### src/rtl/clock_ctrl_pkg.sv
// Shared state encoding and field indices for the clock edit controller.
package clock_ctrl_pkg;

  typedef enum logic [1:0] {
    ST_RUN   = 2'd0,
    ST_EDIT  = 2'd1,
    ST_CLEAR = 2'd2
  } state_e;

  localparam int F_SEC  = 0;
  localparam int F_MIN  = 1;
  localparam int F_HOUR = 2;
  localparam int F_DAY  = 3;
  localparam int F_MON  = 4;
  localparam int F_YEAR = 5;
  localparam int F_CENT = 6;

endpackage

### src/rtl/clock_set_ctrl_blink.sv
// Blink strobe for the selected display field. Held high when not running;
// a restart forces it high and restarts the half-period so a new selection
// shows up immediately.
module blink_gen #(
  parameter int BLINK_DIV = 25000000,
  parameter int BLINK_W   = 25
) (
  input  logic clk,
  input  logic rst,
  input  logic run,
  input  logic restart,
  output logic blink
);

  logic [BLINK_W-1:0] cnt_q, cnt_d;
  logic               blink_q, blink_d;

  // Next-state: count 0..BLINK_DIV-1, toggle on wrap.
  always_comb begin
    cnt_d   = cnt_q;
    blink_d = blink_q;
    if (!run || restart) begin
      cnt_d   = '0;
      blink_d = 1'b1;
    end else if (cnt_q == BLINK_W'(BLINK_DIV - 1)) begin
      cnt_d   = '0;
      blink_d = ~blink_q;
    end else begin
      cnt_d = cnt_q + 1'b1;
    end
  end

  // Divider and strobe registers.
  always_ff @(posedge clk) begin
    if (rst) begin
      cnt_q   <= '0;
      blink_q <= 1'b1;
    end else begin
      cnt_q   <= cnt_d;
      blink_q <= blink_d;
    end
  end

  assign blink = blink_q;

endmodule

### src/rtl/clock_set_ctrl.sv
// Mode/edit sequencer for the clock's field counter chain.
//
//   state    | meaning
//   ---------+---------------------------------------------------------
//   ST_RUN   | chain free-running, tick forwarded to seconds enable
//   ST_EDIT  | chain frozen, one field selected, up/down pulses issued
//   ST_CLEAR | one-cycle preset of every field, then back to EDIT idx 0
module clock_set_ctrl
  import clock_ctrl_pkg::*;
#(
  parameter int NUM_FIELDS  = 7,
  parameter int IDX_W       = 3,
  parameter int TIMEOUT_SEC = 30,
  parameter int TO_W        = 5,
  parameter int BLINK_DIV   = 25000000,
  parameter int BLINK_W     = 25
) (
  input  logic                  clk,
  input  logic                  rst,
  input  logic                  tick_1hz,
  input  logic                  btn_mode,
  input  logic                  btn_next,
  input  logic                  btn_up,
  input  logic                  btn_down,
  input  logic                  btn_clear,
  output logic                  sec_en,
  output logic [NUM_FIELDS-1:0] up_o,
  output logic [NUM_FIELDS-1:0] down_o,
  output logic [NUM_FIELDS-1:0] preset_o,
  output logic [NUM_FIELDS-1:0] field_sel,
  output logic                  editing,
  output logic                  blink
);

  state_e                state_q, state_d;
  logic [IDX_W-1:0]      idx_q, idx_d;
  logic [TO_W-1:0]       to_q, to_d;
  logic                  sec_en_q, sec_en_d;
  logic [NUM_FIELDS-1:0] up_q, up_d;
  logic [NUM_FIELDS-1:0] down_q, down_d;
  logic [NUM_FIELDS-1:0] preset_q, preset_d;
  logic [NUM_FIELDS-1:0] sel_q, sel_d;
  logic                  editing_q, editing_d;
  logic [NUM_FIELDS-1:0] cur_onehot;
  logic                  blink_run, blink_restart;

  assign cur_onehot = NUM_FIELDS'(1) << idx_q;

  // Next-state, index, idle timer and output pulse decode.
  always_comb begin
    state_d  = state_q;
    idx_d    = idx_q;
    to_d     = to_q;
    up_d     = '0;
    down_d   = '0;
    unique case (state_q)
      ST_RUN: begin
        if (btn_mode) begin
          state_d = ST_EDIT;
          idx_d   = IDX_W'(F_SEC);
          to_d    = '0;
        end
      end
      ST_EDIT: begin
        if (btn_mode) begin
          state_d = ST_RUN;
          idx_d   = IDX_W'(F_SEC);
          to_d    = '0;
        end else if (btn_clear) begin
          state_d = ST_CLEAR;
          to_d    = '0;
        end else if (btn_next) begin
          idx_d = (idx_q == IDX_W'(NUM_FIELDS - 1)) ? '0 : idx_q + 1'b1;
          to_d  = '0;
        end else if (btn_up || btn_down) begin
          // Simultaneous up+down cancels the pulse but still counts as activity.
          up_d   = (btn_up && !btn_down) ? cur_onehot : '0;
          down_d = (btn_down && !btn_up) ? cur_onehot : '0;
          to_d   = '0;
        end else if (tick_1hz) begin
          if (to_q == TO_W'(TIMEOUT_SEC - 1)) begin
            state_d = ST_RUN;
            idx_d   = IDX_W'(F_SEC);
            to_d    = '0;
          end else begin
            to_d = to_q + 1'b1;
          end
        end
      end
      ST_CLEAR: begin
        state_d = ST_EDIT;
        idx_d   = IDX_W'(F_SEC);
        to_d    = '0;
      end
      default: begin
        state_d = ST_RUN;
        idx_d   = IDX_W'(F_SEC);
        to_d    = '0;
      end
    endcase

    // Outputs are decoded from the next state so the registered copies line
    // up with state_q on the following cycle.
    sec_en_d  = tick_1hz && (state_q == ST_RUN);
    preset_d  = (state_d == ST_CLEAR) ? '1 : '0;
    sel_d     = (state_d == ST_EDIT) ? (NUM_FIELDS'(1) << idx_d) : '0;
    editing_d = (state_d != ST_RUN);
  end

  assign blink_run     = (state_d == ST_EDIT);
  assign blink_restart = (state_d == ST_EDIT) && ((state_q != ST_EDIT) || (idx_d != idx_q));

  // State, counters and registered outputs.
  always_ff @(posedge clk) begin
    if (rst) begin
      state_q   <= ST_RUN;
      idx_q     <= '0;
      to_q      <= '0;
      sec_en_q  <= 1'b0;
      up_q      <= '0;
      down_q    <= '0;
      preset_q  <= '0;
      sel_q     <= '0;
      editing_q <= 1'b0;
    end else begin
      state_q   <= state_d;
      idx_q     <= idx_d;
      to_q      <= to_d;
      sec_en_q  <= sec_en_d;
      up_q      <= up_d;
      down_q    <= down_d;
      preset_q  <= preset_d;
      sel_q     <= sel_d;
      editing_q <= editing_d;
    end
  end

  blink_gen #(
    .BLINK_DIV (BLINK_DIV),
    .BLINK_W   (BLINK_W)
  ) u_blink (
    .clk     (clk),
    .rst     (rst),
    .run     (blink_run),
    .restart (blink_restart),
    .blink   (blink)
  );

  assign sec_en    = sec_en_q;
  assign up_o      = up_q;
  assign down_o    = down_q;
  assign preset_o  = preset_q;
  assign field_sel = sel_q;
  assign editing   = editing_q;

endmodule
### config.mk
export PLATFORM = sky130hd
export DESIGN_NAME = clock_set_ctrl
export DESIGN_NICKNAME = d
export VERILOG_FILES = /design/src/rtl/clock_ctrl_pkg.sv /design/src/rtl/clock_set_ctrl_blink.sv /design/src/rtl/clock_set_ctrl.sv
export SDC_FILE = /design/constraint.sdc
export NUM_CORES = 1
export LEC_CHECK = 0
export ABC_CLOCK_PERIOD_IN_PS = 3800
export CORE_ASPECT_RATIO = 0.7
export CORE_MARGIN = 2
export CORE_UTILIZATION = 57
export DETAILED_ROUTE_END_ITERATION = 8
export PLACE_DENSITY = 0.94
export SLEW_MARGIN = 20
export SYNTH_ARGS = -nofsm -noshare
export SYNTH_HDL_FRONTEND = slang
export SYNTH_SLANG_ARGS = --single-unit
### constraint.sdc
create_clock -name clk -period 3.8 [get_ports clk]
set_clock_uncertainty 0.15 [all_clocks]
set_input_delay 0.38 -clock clk [delete_from_list [all_inputs] [get_ports clk]]
set_output_delay 0.38 -clock clk [all_outputs]
set_load 0.005 [all_outputs]
Word level (Yosys, flattened, before mapping)
Cells that the tools add are included.

storage, ports and cells
  logic and storage cells = 77
  output and inout port bits = 31
  bits of input ports = 8
  register bits after elaboration = 66

cells by class
  muxes and demuxes = 26
  reduce and logical (&&, ||, !) cells = 18
  add/sub/neg operators = 3
  shifts and indexed selects = 2
  bitwise logic cells = 6
  eq/ne operators = 11

operators by type and width
  kind                     count
  $mux W5                  7
  $add A25 B1 Y25 const B  1
  $eq A25 B25 Y1 const B   1
  $mux W3                  8
  $mux W2                  7
  $reduce_or A7 Y1         2
  $shl A1 B3 Y7 const A    2
  $pmux W5 S2              1
  $mux W7                  1
  $ne A6 B6 Y1 const B     1
  $not A1 Y1               6
  $pmux W2 S3              1
  $pmux W3 S2              1
  $add A5 B1 Y5 const B    1
  $eq A5 B5 Y1 const B     1
  $eq A2 B1 Y1 const B     2
  $eq A2 B2 Y1 const B     2
  $logic_and A1 B1 Y1      4
  $reduce_or A2 Y1         2
  $add A3 B1 Y3 const B    1
  $eq A3 B3 Y1 const B     1
  $logic_not A1 Y1         3
  $logic_or A1 B1 Y1       3
  $ne A3 B3 Y1             1
  6 further kinds          6

Logic depth before layout (Yosys ltp)
  depth after elaboration = 13
  depth in mapped cells = 8
  gate-level depth less buffers = 7

Cells and area by module
Synthesis repeated with hierarchy kept, for this count alone.

unflattened totals
  cell total of the unflattened synthesis = 298
  area total of the unflattened synthesis = 2617.5 um2

by module, submodules not included
  module          instances  seq. area each (um2)  cells each  area each (um2)
  clock_set_ctrl  1          680.7                 155         1392.6
  blink_gen       1          520.5                 143         1224.9

Worst setup path before layout
No wires, ideal clock.

  kind = input -> register
  start = input port btn_mode
  end = register u_blink.cnt_q[14]
  cell stages on the path = 8
  path buffers = 3
  arrival time = 1825 ps
  setup time = 65 ps
  setup slack = 1760 ps
  data required time = 3585 ps
  path through = or3b_1 buf_2 nor4_4 nand2_4 or2_1 buf_6 buf_8 nor2_1

on the way
  longest elaborated chain between the ends = 7
  elaborated cells on any way between the ends = 13
  classes of those cells = 2 x eq/ne; 6 x mux; 5 x reduce/logical

RTL lines
  what                                   line                                        text
  start, declared                        clock_set_ctrl.sv:21                        input logic btn_mode,
  $mux W3, on equally long branches      clock_set_ctrl.sv:65, clock_set_ctrl.sv:58
  $pmux W3 S2                            clock_set_ctrl.sv:56                        unique case (state_q)
  $ne A3 B3 Y1                           clock_set_ctrl.sv:111                       assign blink_restart = (state_d == ST_EDIT) && ((state_q != ST_EDIT) || (idx_d != idx_q));
  $logic_or A1 B1 Y1                     clock_set_ctrl.sv:111
  $logic_and A1 B1 Y1                    clock_set_ctrl.sv:111
  $logic_or A1 B1 Y1 (*)                 clock_set_ctrl_blink.sv:22                  if (!run || restart) begin
  $reduce_or A3 Y1 (no source line) (*)  n/a
  end signal, assigned                   clock_set_ctrl_blink.sv:39                  cnt_q <= cnt_d;
  end, declared                          clock_set_ctrl_blink.sv:15                  logic [BLINK_W-1:0] cnt_q, cnt_d;

Mark *: on every way between the ends. The rest lies on a longest branch, timed or not.
A chain may end at the register's enable or synchronous reset.

Worst setup path after layout
  start = input port btn_mode
  end = register u_blink.cnt_q[21]

Same word-level chain as after synthesis.

==> run_results.csv <==
group,metric,value,unit
power,total_power,1240,uW
timing,setup_viol,0,
timing,setup_tns,0,ps
timing,hold_viol,0,
route,antenna_left,0,
layout,diodes,0,
placement,placed_cell_area,0.00285,sq mm
setup_path,path_buf_inv,1,
global_routing,grt_pass1_wl,8340,microns
setup_path,crit_arrival,2530,ps
floorplan,die_w,83.1,microns
setup_path,crit_required,3920,ps
setup_path,crit_slowest_cell,"or3b_1",
power,swShare,20.5,%
power,internal_power,986,uW
clocking,ctsResizeCount,0,
route,drc,0,
global_routing,grt_antenna_before_repair,0,
power,power_frac_comb,3.7,%
synth,synth_edf_count,0,
route,vias,2058,
synth,synthArstFlopShare,0,%
timing,tightest_slew,749,ps
outcome,status,"finished, final reports clean",
clocking,clk_latency,340,ps
floorplan,start_util,58.3,%
layout,final_cell_mix,"60 x dfxtp_1, 47 x nor2_1, 38 x clkdlybuf4s50_1",
placement,portBuffers,38,
layout,final_net_count,321,
synth,yosysSeqAreaShare,48.1,%
timing,finalCriticalPeriod,2410,ps
synth,netlist_area,0.00250,sq mm
clocking,cts.sinks,60,
placement,gp_congestion,0.868,
clocking,tritoncts,"yes",
power,power_frac_seq,51.5,%
setup_path,critical_path_class,"in -> reg",
layout,layout_commonest_cell,"dfxtp_1",
layout,final_util,71.1,%
synth,post_synth.cell_area_avg,9.11,sq um
clocking,cts_setup_buffers,0,
power,p_clk_share,44.8,%
global_routing,grt_pass1_vias,1809,
layout,drive_gt1_share,6.09,%
hold_path,hold_path.class,"reg -> reg",
layout,fin_cells,367,
timing,fmax,415,MHz
synth,netlist_instances,274,
setup_path,critPathCaptureType,"flop",
route,drt_iter0_drc,209,
floorplan,io_pins,39,
timing,timing.final.crit_share,63.4,%
floorplan,fp-row-count,20,
power,p_leak,0.000996,uW
clocking,cts_hold_buffers,0,
setup_path,crit_fanout,16,
power,powerDensity,408,mW/mm^2
route,post_drt_wl_per_cell,13.8,microns
synth,ys_warn_count,0,
global_routing,grt_max_degree,17,
clocking,clk_pin_slew_worst_paths,60,ps
layout,synthToLayoutAreaGrowth,21.8,%
power,p_switching,254,uW
clocking,cts_buffers,9,
setup_path,max_stage_delay,540,ps
global_routing,grt.overflow.total,0,
synth,ys_ff_latch,60,
synth,synth_ff_type,"dfxtp_1",
timing,slew_headroom,49.4,%
global_routing,track_usage,22.2,%
timing,rsz0062_at_grt,"no",
route,dr.pass1.iters,5,
placement,place_inst,353,
route,viasPerCell,5.61,
clocking,cts_max_level,3,
setup_path,crit_chain,"clkdlybuf4s50_1, or3b_1, nor4_4, nand2_4, or2_1, nor2_1",
clocking,clockRootBuffer,"clkbuf_8",
layout,final_cell_area,0.00304,sq mm
floorplan,die_y,59.4,microns
timing,slew_violations,0,
floorplan,core-area,0.00428,sq mm
placement,dp_hpwl,3610,microns
synth,yosysUniqueCellTypes,46,
power,vdd_drop_max,0.000281,V
synth,synth_fp_nets,286,
clocking,clock_path_buffers,2,
setup_path,start_kind,"input port",
setup_path,crit_family,"simple AND/OR/NAND/NOR gates",
route,routed_wl,5060,microns
flow_run,drv_cap,0,
floorplan,fp.dieArea,0.00493,sq mm
## worst register-to-register path, stage by stage, from the launching register on
cell and delay, ps:
dfxtp_1 360, ha_1 240, nand2_1 120, or3_1 410, and4b_1 300, or2_1 480, nor2_1 110
## synthesized netlist by cell type, types with 5 or more instances
| master | n | share of area, % |
|---|---|---|
| o21ai_0 | 5 | 1.0 |
| dfxtp_1 | 60 | 48 |
| a21oi_1 | 5 | 1.0 |
| xor2_1 | 18 | 6.3 |
| inv_1 | 8 | 1.2 |
| nand4_1 | 5 | 1.3 |
| nor3_1 | 16 | 3.2 |
| nand3_1 | 19 | 3.8 |
| nor2_1 | 47 | 7.1 |
| xnor2_1 | 10 | 3.5 |
| clkbuf_1 | 5 | 0.75 |
| nand2_1 | 13 | 2.0 |
| buf_4 | 6 | 1.8 |
## power by group through the flow
stage / Sequential, uW / Clock [uW] / Combinational (uW)
floorplan: 652 / 0 / 25.5
global placement: 652 / 0 / 43.9
detailed placement: 652 / 0 / 45.1
CTS: 638 / 567 / 45.6
global route: 639 / 594 / 50.2
finish: 639 / 556 / 46.2
## final timing paths
kind | start | to | slack [ps] | cells past startpoint
max reg2reg | u_blink.cnt_q[0] | u_blink.cnt_q[21] | 1480 | 6
min reg2reg | u_blink.cnt_q[0] | u_blink.cnt_q[0] | 300 | 1
max | btn_mode | u_blink.cnt_q[21] | 1390 | 6
min | u_blink.cnt_q[0] | u_blink.cnt_q[0] | 300 | 1
## final cells by class
cell class                 instances  area [sq um]
inverter                           8          30.0
sequential                        60          1200
timing repair buffer              38           380
multi-input combinational        192          1170
tap                               55          68.8
clock buffer                      12           155
fill                             309          1240
clock inverter                     2          35.0
## cell families (layout without fill, tap and decap cells)
group                      Yosys count  in the layout  synth area share [%]
DFF                                 60             60                  48.1
adders and majority gates            4              4                  2.01
buffers and inverters               22             60                  5.01
AOI/OAI and AO/OA                   22             22                  5.96
and+or+nand+nor                    138            138                  29.1
xor gates and xnor gates            28             28                  9.82
## routing by layer
metal | vias up | global-route usage [%] | wire length [microns]
li1 | 1014 | - | -
met1 | 939 | 28.6 | 2340
met2 | 95 | 33.3 | 2190
met3 | 10 | 9.75 | 437
met4 | 0 | 8.67 | 86
met5 | - | 0 | 0
## registers in the layout (all words and copies together), names as in the netlist
| name | count |
|---|---|
| sec_en | 1 |
| state_q | 2 |
| preset_o | 1 |
| u_blink.blink | 1 |
| field_sel | 7 |
| up_o | 7 |
| editing | 1 |
| down_o | 7 |
| idx_q | 3 |
| u_blink.cnt_q | 25 |
| to_q | 5 |
## stage by stage
step           hold slack [ps]  setup WS [ps]
3_5_place_dp               292           1070
2_1_floorplan              277           1760
3_3_place_gp               286           1140
4_1_cts                    308           1400
5_1_grt                    324           1260
6_report                   302           1390
(Power assumes the default switching activity.)
